`config.mk`:
```
export PLATFORM = sky130hd
export DESIGN_NAME = ahbl_gpio_irq
export DESIGN_NICKNAME = d
export VERILOG_FILES = /design/src/rtl/ahbl_gpio_irq.sv
export SDC_FILE = /design/constraint.sdc
export NUM_CORES = 1
export LEC_CHECK = 0
export BUFFER_PORTS_ARGS = -buffer_cell sky130_fd_sc_hd__clkbuf_2
export CAP_MARGIN = 15
export CORE_UTILIZATION = 58
export DETAILED_ROUTE_END_ITERATION = 8
export PLACE_DENSITY_LB_ADDON = 0.12
export SETUP_SLACK_MARGIN = 0.4
export SLEW_MARGIN = 20
export SYNTH_ARGS = -nofsm -noshare
export SYNTH_HDL_FRONTEND = slang
export SYNTH_SLANG_ARGS = --single-unit
```
`constraint.sdc`:
```
create_clock -name HCLK -period 3.15 [get_ports HCLK]
set_input_delay 0.945 -clock HCLK [delete_from_list [all_inputs] [get_ports HCLK]]
set_output_delay 0.945 -clock HCLK [all_outputs]
set_load 0.005 [all_outputs]
```
`src/rtl/ahbl_gpio_irq.sv`:
```
// ahbl_gpio_irq -- AHB-Lite GPIO port with edge-triggered interrupts.
//
// WIDTH pins with per-pin direction, an output register with atomic
// set/clear/toggle aliases, and rising/falling edge detection into a
// sticky raw status register (write-1-to-clear).  The masked status is
// ORed into a single level interrupt.  Zero wait states.
//
// Ports
//   HCLK, HRESETn      bus clock, asynchronous active-low reset
//   HADDR..HWDATA      AHB-Lite slave inputs (only HADDR[7:0] decoded)
//   HREADYOUT, HRDATA  AHB-Lite slave outputs
//   GPIO_IN            asynchronous pad inputs
//   GPIO_OUT, GPIO_OE  output data register and direction (1 = drive)
//   IRQ                |(RIS & IM)
//
// Register map (byte offset): 00 DATAI, 04 DATAO, 08 DIR, 0C SET, 10 CLR,
// 14 TGL, 18 IM, 1C IRE, 20 IFE, 24 RIS, 28 MIS, 2C ICR.  Write-only
// offsets read 0, unmapped offsets read 32'hBADDBEEF.

module ahbl_gpio_irq #(
  parameter int unsigned WIDTH       = 32,
  parameter int unsigned SYNC_STAGES = 2
) (
  input  logic             HCLK,
  input  logic             HRESETn,
  input  logic [31:0]      HADDR,
  input  logic [1:0]       HTRANS,
  input  logic             HREADY,
  input  logic [2:0]       HSIZE,
  input  logic             HWRITE,
  input  logic             HSEL,
  input  logic [31:0]      HWDATA,
  output logic             HREADYOUT,
  output logic [31:0]      HRDATA,
  input  logic [WIDTH-1:0] GPIO_IN,
  output logic [WIDTH-1:0] GPIO_OUT,
  output logic [WIDTH-1:0] GPIO_OE,
  output logic             IRQ
);

  localparam logic [7:0] OFF_DATAI = 8'h00;
  localparam logic [7:0] OFF_DATAO = 8'h04;
  localparam logic [7:0] OFF_DIR   = 8'h08;
  localparam logic [7:0] OFF_SET   = 8'h0C;
  localparam logic [7:0] OFF_CLR   = 8'h10;
  localparam logic [7:0] OFF_TGL   = 8'h14;
  localparam logic [7:0] OFF_IM    = 8'h18;
  localparam logic [7:0] OFF_IRE   = 8'h1C;
  localparam logic [7:0] OFF_IFE   = 8'h20;
  localparam logic [7:0] OFF_RIS   = 8'h24;
  localparam logic [7:0] OFF_MIS   = 8'h28;
  localparam logic [7:0] OFF_ICR   = 8'h2C;

  // Held address-phase signals
  logic [7:0] addr_q;
  logic       trans_q;
  logic       write_q;
  logic       sel_q;

  // Input synchroniser chain and previous-value flop for edge detection
  logic [SYNC_STAGES-1:0][WIDTH-1:0] sync_q;
  logic [WIDTH-1:0] prev_q;
  logic [WIDTH-1:0] sync_top;

  // Programmer-visible registers
  logic [WIDTH-1:0] datao_q, datao_d;
  logic [WIDTH-1:0] dir_q,   dir_d;
  logic [WIDTH-1:0] im_q,    im_d;
  logic [WIDTH-1:0] ire_q,   ire_d;
  logic [WIDTH-1:0] ife_q,   ife_d;
  logic [WIDTH-1:0] ris_q,   ris_d;

  logic             wr_en;
  logic [WIDTH-1:0] wdata;
  logic [WIDTH-1:0] icr_clr;
  logic [WIDTH-1:0] evt;

  logic unused_ok;
  assign unused_ok = ^{HSIZE, HADDR[31:8], HTRANS[0], HWDATA};

  function automatic logic [31:0] ext(input logic [WIDTH-1:0] v);
    ext = '0;
    ext[WIDTH-1:0] = v;
  endfunction

  assign wr_en    = trans_q & sel_q & write_q;
  assign wdata    = HWDATA[WIDTH-1:0];
  assign sync_top = sync_q[SYNC_STAGES-1];
  assign evt      = (sync_top & ~prev_q & ire_q) | (~sync_top & prev_q & ife_q);

  always_comb begin
    datao_d = datao_q;
    dir_d   = dir_q;
    im_d    = im_q;
    ire_d   = ire_q;
    ife_d   = ife_q;
    icr_clr = '0;
    if (wr_en) begin
      case (addr_q)
        OFF_DATAO: datao_d = wdata;
        OFF_DIR:   dir_d   = wdata;
        OFF_SET:   datao_d = datao_q | wdata;
        OFF_CLR:   datao_d = datao_q & ~wdata;
        OFF_TGL:   datao_d = datao_q ^ wdata;
        OFF_IM:    im_d    = wdata;
        OFF_IRE:   ire_d   = wdata;
        OFF_IFE:   ife_d   = wdata;
        OFF_ICR:   icr_clr = wdata;
        default:   ;
      endcase
    end
    // Clear first, then OR in new events so a coincident edge wins.
    ris_d = (ris_q & ~icr_clr) | evt;
  end

  always_ff @(posedge HCLK or negedge HRESETn) begin
    if (!HRESETn) begin
      addr_q  <= '0;
      trans_q <= 1'b0;
      write_q <= 1'b0;
      sel_q   <= 1'b0;
      sync_q  <= '0;
      prev_q  <= '0;
      datao_q <= '0;
      dir_q   <= '0;
      im_q    <= '0;
      ire_q   <= '0;
      ife_q   <= '0;
      ris_q   <= '0;
    end else begin
      if (HREADY) begin
        addr_q  <= HADDR[7:0];
        trans_q <= HTRANS[1];
        write_q <= HWRITE;
        sel_q   <= HSEL;
      end
      if (SYNC_STAGES > 1) begin
        sync_q <= {sync_q[SYNC_STAGES-2:0], GPIO_IN};
      end else begin
        sync_q <= GPIO_IN;
      end
      prev_q  <= sync_top;
      datao_q <= datao_d;
      dir_q   <= dir_d;
      im_q    <= im_d;
      ire_q   <= ire_d;
      ife_q   <= ife_d;
      ris_q   <= ris_d;
    end
  end

  always_comb begin
    HRDATA = 32'hBADDBEEF;
    case (addr_q)
      OFF_DATAI: HRDATA = ext(sync_top);
      OFF_DATAO: HRDATA = ext(datao_q);
      OFF_DIR:   HRDATA = ext(dir_q);
      OFF_SET,
      OFF_CLR,
      OFF_TGL,
      OFF_ICR:   HRDATA = '0;
      OFF_IM:    HRDATA = ext(im_q);
      OFF_IRE:   HRDATA = ext(ire_q);
      OFF_IFE:   HRDATA = ext(ife_q);
      OFF_RIS:   HRDATA = ext(ris_q);
      OFF_MIS:   HRDATA = ext(ris_q & im_q);
      default:   ;
    endcase
  end

  assign HREADYOUT = 1'b1;
  assign GPIO_OUT  = datao_q;
  assign GPIO_OE   = dir_q;
  assign IRQ       = |(ris_q & im_q);

endmodule

```
==> results of run 1 <==
-- stage by stage --
step / setup WS [ps] / TNS (ps)
2_1_floorplan: 416 / 0
3_3_place_gp: 231 / 0
3_5_place_dp: 197 / 0
4_1_cts: -329 / -8990
5_1_grt: -363 / -10300
6_report: -351 / -9020
-- registers in the layout (all words and copies together), names as in the netlist --
signal and count:
sel_q 1, ris_q 32, trans_q 1, GPIO_OUT 32, addr_q 8, prev_q 32, GPIO_OE 32, sync_top 32
ife_q 32, sync_q 32, write_q 1, ire_q 32, im_q 32
-- layout by cell type (no fill, tap or decap), types with 5 or more instances in the layout --
master,netlist,layout
dfrtp_1,299,289
clkbuf_2,0,167
nand2_1,117,117
mux2_2,115,115
mux2i_1,70,70
o21ai_1,68,69
inv_1,65,65
ha_1,64,64
buf_4,4,55
nor3_1,51,50
nand3b_1,36,36
o211ai_1,32,32
a221oi_1,39,32
clkbuf_16,0,32
o21ai_0,30,28
a21o_1,23,23
a32oi_1,25,21
buf_6,4,21
a22oi_1,23,20
a211oi_1,18,17
buf_12,0,17
nand3_1,25,13
o2bb2ai_1,18,10
nand3_2,0,9
dfrtp_2,0,9
clkbuf_8,0,8
o22ai_1,7,7
o2bb2ai_2,0,6
a221oi_2,0,6
clkinv_2,0,6
clkbuf_1,42,6
buf_2,36,6
a21oi_1,7,5
buf_8,0,5
-- layer usage --
metal / up-vias / part of all wire, % / GRT usage (%)
met5: - / 0 / 0
met4: 0 / 3.5 / 11.6
met3: 127 / 7.7 / 5.58
met2: 609 / 48 / 54.0
met1: 5986 / 41 / 46.6
li1: 5168 / - / -
-- layout make-up --
| cell class | count | share of cell area, % |
|---|---|---|
| tap | 324 | 2.24 |
| timing repair buffer | 275 | 11.3 |
| inverter | 65 | 1.35 |
| clock inverter | 9 | 0.485 |
| clock buffer | 45 | 5.03 |
| multi-input combinational | 832 | 38.1 |
| sequential | 299 | 41.5 |
| antenna | 2 | 0.0277 |
-- cell families after synthesis --
group | count (synthesis) | synth area share, %
compound gates | 317 | 15.4
flops | 299 | 51.3
simple gates | 263 | 9.44
mux | 187 | 13.8
buf+inv | 155 | 4.60
fa+ha+maj | 64 | 5.49
other cells | 1 | 0.0257
-- power groups by stage --
stage / sequential, mW / clock, mW / combinational [mW]
6_report: 4.22 / 3.60 / 1.26
5_1_grt: 4.23 / 3.78 / 1.36
4_1_cts: 4.20 / 3.63 / 1.18
3_5_place_dp: 4.27 / 0 / 1.09
3_3_place_gp: 4.26 / 0 / 1.05
2_1_floorplan: 4.21 / 0 / 0.629
-- what timing repair did --
action / 4_1_cts / 5_1_grt
pin swaps: 10 / 17
setup buffers: 28 / 7
gates cloned: 2 / 1
setup endpoints to repair: 99 / 78
gates resized for setup: 66 / 64
-- path summary, 6_finish.rpt --
path                                            endpoint  slack [ps]             startpoint  depth (start not counted)
worst max-delay path                          HRDATA[30]        -350  addr_q[0]$_DFFE_PN0P_                          8
worst min-delay path                   sel_q$_DFFE_PN0P_         330                HRESETn                          1
worst max register to register  GPIO_OUT[21]$_DFFE_PN0P_         430  addr_q[7]$_DFFE_PN0P_                          8
worst min register to register    sync_top[25]$_DFF_PN0_         340   sync_q[25]$_DFF_PN0_                          0
max in group asynchronous            im_q[3]$_DFFE_PN0P_        2030                HRESETn                          2
min in group HCLK                 sync_top[25]$_DFF_PN0_         340   sync_q[25]$_DFF_PN0_                          0
==> results.yml, run 1 <==
cells_and_area:
  drive_above_1_share_pct: 33.9
  syn_to_final_growth_pct: 23.8
  instances_no_fill: 1851
  nets: 1674
  fin_util_pct: 73.6
  design_area_um2: 18100
  seq_area_um2: 7500
  nFillCells: 1704
  multiInputGateArea_um2: 6880
pwr:
  pwr-share-comb_pct: 13.9
  power_density_nw_per_um2: 502
  power.total_mw: 9.08
  ir_drop_mv: 0.407
  switchingPower_mw: 2.41
  power.share.clock_pct: 39.6
  p_sw_share_pct: 26.6
  power_frac_seq_pct: 46.5
  intPower_mw: 6.66
  p_leak_nw: 8.32
status:
  outcome: "complete, but fails checks"
  violations: "setup timing"
die:
  die_h_um: 161
  die_w_um: 161
  fp.coreArea_um2: 24500
  rows: 57
  dieArea_um2: 25800
  ioPinCount: 204
  initial_utilization_pct: 59.5
critical_path:
  critPathArrivalTime_ps: 2560
  cp-end-kind: "output pin"
  cpPeakStageDelay_ps: 560
  start_kind: "flop"
  required_ps: 2200
  crit_top_cell: "buf_12"
  cp_top_family: "simple AND/OR/NAND/NOR gates"
  cp_max_fo: 8
  crit_buf_inv: 4
  slowest_stage: "or4b_4"
  worstSetupPathType: "flop to output pin"
  worstPathCellList: "or4b_4, nor3_4, buf_6, buf_12, buf_12, a32oi_1, nand2_1, clkbuf_2"
sta:
  setup_slack_ps: -351
  rsz0062_at_grt: "true"
  drv_slew: 0
  period_share_pct: 111
  skew_ps: 12.3
  setup_viol: 33
  worst_slew_pin_slew_ps: 578
  maxSlewHeadroom_pct: 61.4
  clock.fmax_mhz: 286
  hold_ws_ps: 333
  period_minus_slack_ps: 3500
  finalHoldViolCount: 0
synth:
  syn-num-nets: 1456
  synth_most_common_cell: "dfrtp_1"
  avgSynthCellArea_um2: 11.4
  synth_commonest_cells: "299 x dfrtp_1, 117 x nand2_1, 115 x mux2_2, 70 x mux2i_1, 68 x o21ai_1"
  yosysTopAreaCell: "dfrtp_1"
  synth_top_cell_area_share_pct: 51.3
  synth_seq_area_share_pct: 51.3
  ys_ff_latch: 299
  yosys_warnings: 0
  postSynthCellCount: 1286
  synthTopCellsByArea: "dfrtp_1 51%, mux2_2 8.9%, ha_1 5.5%, mux2i_1 4.8%, nand2_1 3.0%"
  ys.flop_type: "dfrtp_1"
  synth-edff-count: 0
  synth_area_um2: 14600
  ys_async_sr_fraction_pct: 100
  ys_types: 50
clock_tree:
  clk_latency_ps: 580
  numCtsBuffers: 31
  clockBufferDepth: 3
  ctsHoldBuffers: 0
  htree_levels: 1
  clockRootBuffer: "clkbuf_16"
  clkSinkCount: 299
  clk_pin_slew_ps: 60
  cts_tree: "done"
drt:
  ant_nets: 0
  drc: 0
  dr.pass1.iters: 5
  drt_iter0_markers: 1199
  wl_um: 44400
  vias_per_cell: 6.42
  dr_total_vias: 11890
  wl_per_cell_um: 24.0
placed_design:
  gp_congestion: 0.883
  dpl_cell_area_um2: 16100
  dp.cells: 1757
  post-dp-hpwl_um: 27800
  port_buffers: 174
grt:
  grt_overflow: 0
  grt_start_max_net_pins: 69
  antenna_found_initial: 1
  grt_pass1_vias: 11776
  grt_pass1_wl_um: 67300
  grt_usage_pct: 33.7
flow_run:
  drv_cap: 0
worst_hold_path:
  hold_path_class: "primary input to asynchronous set/reset pin"
No activity file was read; power rests on OpenSTA's default activity.
==> inputs of run 2 (changes only) <==
- CAP_MARGIN: 15 -> 25
- SKIP_LAST_GASP: not set -> 1
==> results.yml, run 2 (same netlist as run 1, synthesis figures left out) <==
status:
  outcome: "complete, but fails checks"
  violations: "setup timing"
clock_tree:
  cts_tree: "done"
  clkSinkCount: 299
  clk_latency_ps: 580
  clockBufferDepth: 3
  clk_pin_slew_ps: 60
  ctsHoldBuffers: 0
  numCtsBuffers: 31
  clockRootBuffer: "clkbuf_16"
  htree_levels: 1
grt:
  busiest_layer: "met2"
  use_met3_pct: 5.45
  grt_pass1_wl_um: 67200
  gr-usage-met2_pct: 54.1
  grt_pass1_vias: 11778
  grt_usage_pct: 33.6
  grt_start_max_net_pins: 69
  antenna_found_initial: 2
  grtUsageMet1_pct: 46.5
  grt_overflow: 0
sta:
  rsz0062_at_grt: "true"
  fin_tns_setup_ps: -10520
  period_minus_slack_ps: 3520
  setup_viol: 33
  worst_slew_pin_slew_ps: 587
  maxSlewHeadroom_pct: 60.7
  skew_ps: 10.1
  setup_slack_ps: -369
  period_share_pct: 112
  finalHoldViolCount: 0
  drv_slew: 0
  clock.fmax_mhz: 284
placed_design:
  dpl_cell_area_um2: 16100
  gp_congestion: 0.883
  pre_cts_slack_ps: 197
  port_buffers: 174
  dp.cells: 1757
  post-dp-hpwl_um: 27800
cells_and_area:
  layout_common_cells: "289 x dfrtp_1, 164 x clkbuf_2, 115 x mux2_2"
  nets: 1678
  design_area_um2: 18100
  final_common_cell: "dfrtp_1"
  antennaDiodeCount: 0
  syn_to_final_growth_pct: 24.3
  drive_above_1_share_pct: 35.1
  instances_no_fill: 1853
critical_path:
  r2r-end: "GPIO_OUT[21]$_DFFE_PN0P_"
  reg2reg_depth: 8
  worstSetupPathType: "flop to output pin"
  cp-end-kind: "output pin"
  cp_max_fo: 7
  worstReg2RegStart: "addr_q[7]$_DFFE_PN0P_"
  required_ps: 2200
  ff2ff_setup_slack_ps: 430
  start_kind: "flop"
  critPathArrivalTime_ps: 2570
worst_hold_path:
  hold_path_class: "primary input to asynchronous set/reset pin"
die:
  die_h_um: 161
  dieArea_um2: 25800
  die_w_um: 161
  rows: 57
  ioPinCount: 204
  fp.coreArea_um2: 24500
  initial_utilization_pct: 59.5
pwr:
  power.total_mw: 9.08
  p_leak_nw: 8.33
  power_density_nw_per_um2: 501
  ir_drop_mv: 0.407
drt:
  dr_total_vias: 11895
  drc: 0
  wl_um: 44200
  dr.pass1.iters: 5
  wl_per_cell_um: 23.9
  ant_nets: 0
  drt_iter0_markers: 1236
  vias_per_cell: 6.42
flow_run:
  drv_cap: 0
[run 2: changes by cell type in the layout (fill, tap and decap cells not counted), sizes merged]
cell	delta
buf	+7
diode	-2
clkbuf	-3
[run 2: report_power, final]
part	internal [mW]	total [mW]	switching [mW]	leakage, nW
Sequential	4.03	4.22	0.187	3.27
Clock	2.07	3.60	1.53	0.494
Combinational	0.564	1.27	0.707	4.57
Total	6.66	9.08	2.42	8.33
[run 2: final cells by class]
| cell class | instances | area, um2 |
|---|---|---|
| clock buffer | 45 | 908 |
| clock inverter | 9 | 87.6 |
| fill | 1693 | 6390 |
| inverter | 65 | 244 |
| multi-input combinational | 832 | 6970 |
| sequential | 299 | 7500 |
| tap | 324 | 405 |
| timing repair buffer | 279 | 2030 |
[run 2: worst max path at each step]
stage / from / to / slack (ps) / cells past startpoint
3_3_place_gp: addr_q[6]$_DFFE_PN0P_ / HRDATA[10] / 230 / 6
3_5_place_dp: addr_q[6]$_DFFE_PN0P_ / GPIO_OUT[21]$_DFFE_PN0P_ / 200 / 7
6_report: addr_q[2]$_DFFE_PN0P_ / HRDATA[3] / -370 / 8
5_1_grt: addr_q[2]$_DFFE_PN0P_ / HRDATA[13] / -420 / 8
4_1_cts: addr_q[1]$_DFFE_PN0P_ / HRDATA[16] / -330 / 7
2_1_floorplan: addr_q[1]$_DFFE_PN0P_ / HRDATA[20] / 420 / 7
[run 2: layer usage]
| metal | vias up | part of all wire, % |
|---|---|---|
| met1 | 5956 | 41 |
| li1 | 5183 | - |
| met3 | 119 | 8.4 |
| met5 | - | 0.034 |
| met4 | 2 | 3.7 |
| met2 | 635 | 47 |
[run 2: worst max-delay path, cell delays in order (launching register included)]
cell and delay (ps):
dfrtp_4 490, or4b_4 530, nor3_4 180, buf_4 150, buf_6 130, clkbuf_16 170, a32oi_1 100, nand2_1 120
clkbuf_2 120
[run 2: repair_timing]
item / 4_1_cts / 5_1_grt
cloned: 2 / 1
pin swaps: 9 / 34
resized for setup: 58 / 86
setup endpoints to repair: 99 / 79
setup buffers: 28 / 11
[run 2: stage by stage]
step	util [%]	hold WS, ps
floorplan	-	331
global placement	65.8	331
detailed placement	65.8	335
CTS	71.9	347
global route	74.0	356
finish	74.0	341
==> inputs of run 3 (changes only) <==
- clock period: 3.15 -> 3.7 ns (I/O delays scaled with it)
==> results.yml, run 3 (same netlist as run 1, synthesis figures left out) <==
pwr:
  power.total_mw: 7.90
  power_density_nw_per_um2: 441
  ir_drop_mv: 0.473
  p_leak_nw: 8.27
drt:
  dr.pass1.iters: 5
  ant_nets: 0
  dr_total_vias: 11891
  vias_per_cell: 6.45
  wl_per_cell_um: 24.1
  drc: 0
  drt_iter0_markers: 1151
  wl_um: 44400
cells_and_area:
  nets: 1666
  syn_to_final_growth_pct: 22.7
  nFillCells: 1735
  drive_above_1_share_pct: 32.8
  final_common_cell: "dfrtp_1"
  antennaDiodeCount: 0
  instances_no_fill: 1844
  fin_util_pct: 73.0
  layout_common_cells: "287 x dfrtp_1, 169 x clkbuf_2, 117 x nand2_1"
worst_hold_path:
  hold_start: "sync_q[3]$_DFF_PN0_"
  hold_path_class: "flop to flop"
  holdPathStages: 0
sta:
  clock.fmax_mhz: 276
  maxSlewHeadroom_pct: 56.5
  skew_ps: 10.6
  fin_tns_setup_ps: 0
  finalHoldViolCount: 0
  rsz0062_at_grt: "true"
  hold_ws_ps: 346
  period_share_pct: 98.0
  setup_viol: 0
  period_minus_slack_ps: 3630
  drv_slew: 0
  worst_slew_pin_slew_ps: 652
critical_path:
  cp_max_fo: 7
  cp_top_family: "simple AND/OR/NAND/NOR gates"
  worstPathCellList: "or4b_4, nor3_4, buf_4, buf_6, clkbuf_16, a32oi_2, nand2_1, clkbuf_2"
  worstReg2RegStart: "addr_q[6]$_DFFE_PN0P_"
  required_ps: 2590
  cp.depth: 8
  worstSetupPathType: "flop to output pin"
  cpPeakStageDelay_ps: 530
  reg2reg_depth: 6
  critPathArrivalTime_ps: 2520
  cp-end-kind: "output pin"
  slowest_stage: "or4b_4"
  cp-startpoint: "addr_q[2]$_DFFE_PN0P_"
  crit_buf_inv: 4
  start_kind: "flop"
grt:
  grt_usage_pct: 34.1
  antenna_found_initial: 1
  grt_overflow: 0
  grt_pass1_wl_um: 67300
  grt_pass1_vias: 11811
  grt_start_max_net_pins: 77
die:
  initial_utilization_pct: 59.5
  rows: 57
  ioPinCount: 204
  fp.coreArea_um2: 24500
  dieArea_um2: 25800
  die_w_um: 161
  die_h_um: 161
placed_design:
  post-dp-hpwl_um: 27200
  port_buffers: 174
  dp.cells: 1740
  gp_congestion: 0.905
clock_tree:
  htree_levels: 2
  clockRootBuffer: "clkbuf_16"
  ctsHoldBuffers: 0
  cts_tree: "done"
  numCtsBuffers: 34
  clk_latency_ps: 520
  clockBufferDepth: 3
  clkSinkCount: 299
  clk_pin_slew_ps: 60
flow_run:
  drv_cap: 0
status:
  outcome: "finished clean"
## run 3: stage by stage
step                      setup WS (ps)  area (um2)
after floorplan                     726       14600
final                              74.8       17900
after global routing               25.3       17900
after global placement              459       16000
after detailed placement            438       16000
after CTS                          77.0       17500
## run 3: final cells by class
cell class              instances  area, um2  share of cell area (%)
repair buffers                264       1910                    10.7
flip-flops and latches        299       7500                    41.9
clock inverters                10       97.6                   0.545
clock buffers                  50        991                    5.53
multi-input cells             832       6750                    37.7
inverters                      65        244                    1.36
well taps                     324        405                    2.26
## run 3: final timing paths
kind	end	slack, ps
setup / recovery	HRDATA[25]	70
hold / removal	sync_top[3]$_DFF_PN0_	350
setup reg to reg	ris_q[17]$_DFF_PN0_	740
hold reg to reg	sync_top[3]$_DFF_PN0_	350
max in group asynchronous	im_q[18]$_DFFE_PN0P_	2280
min in group asynchronous	ife_q[14]$_DFFE_PN0P_	580
## run 3: timing repair
item / 4_1_cts / 5_1_grt
setup endpoints to repair: 33 / 33
gates resized for setup: 36 / 48
setup buffers: 19 / 17
pin swaps: 14 / 16
cloned: 5 / 3
## run 3: routing by layer
layer  GRT usage [%]  wire length, um  vias up
met5               0               15        -
met4            16.8             1880        2
met3            6.33             3550      154
met2            52.7            20600      617
met1            46.3            18400     5955
li1                -                -     5163
## run 3: where the power goes
group	leakage (nW)	switching, mW	internal [mW]
Combinational	4.46	0.574	0.450
Sequential	3.27	0.157	3.43
Clock	0.540	1.35	1.94
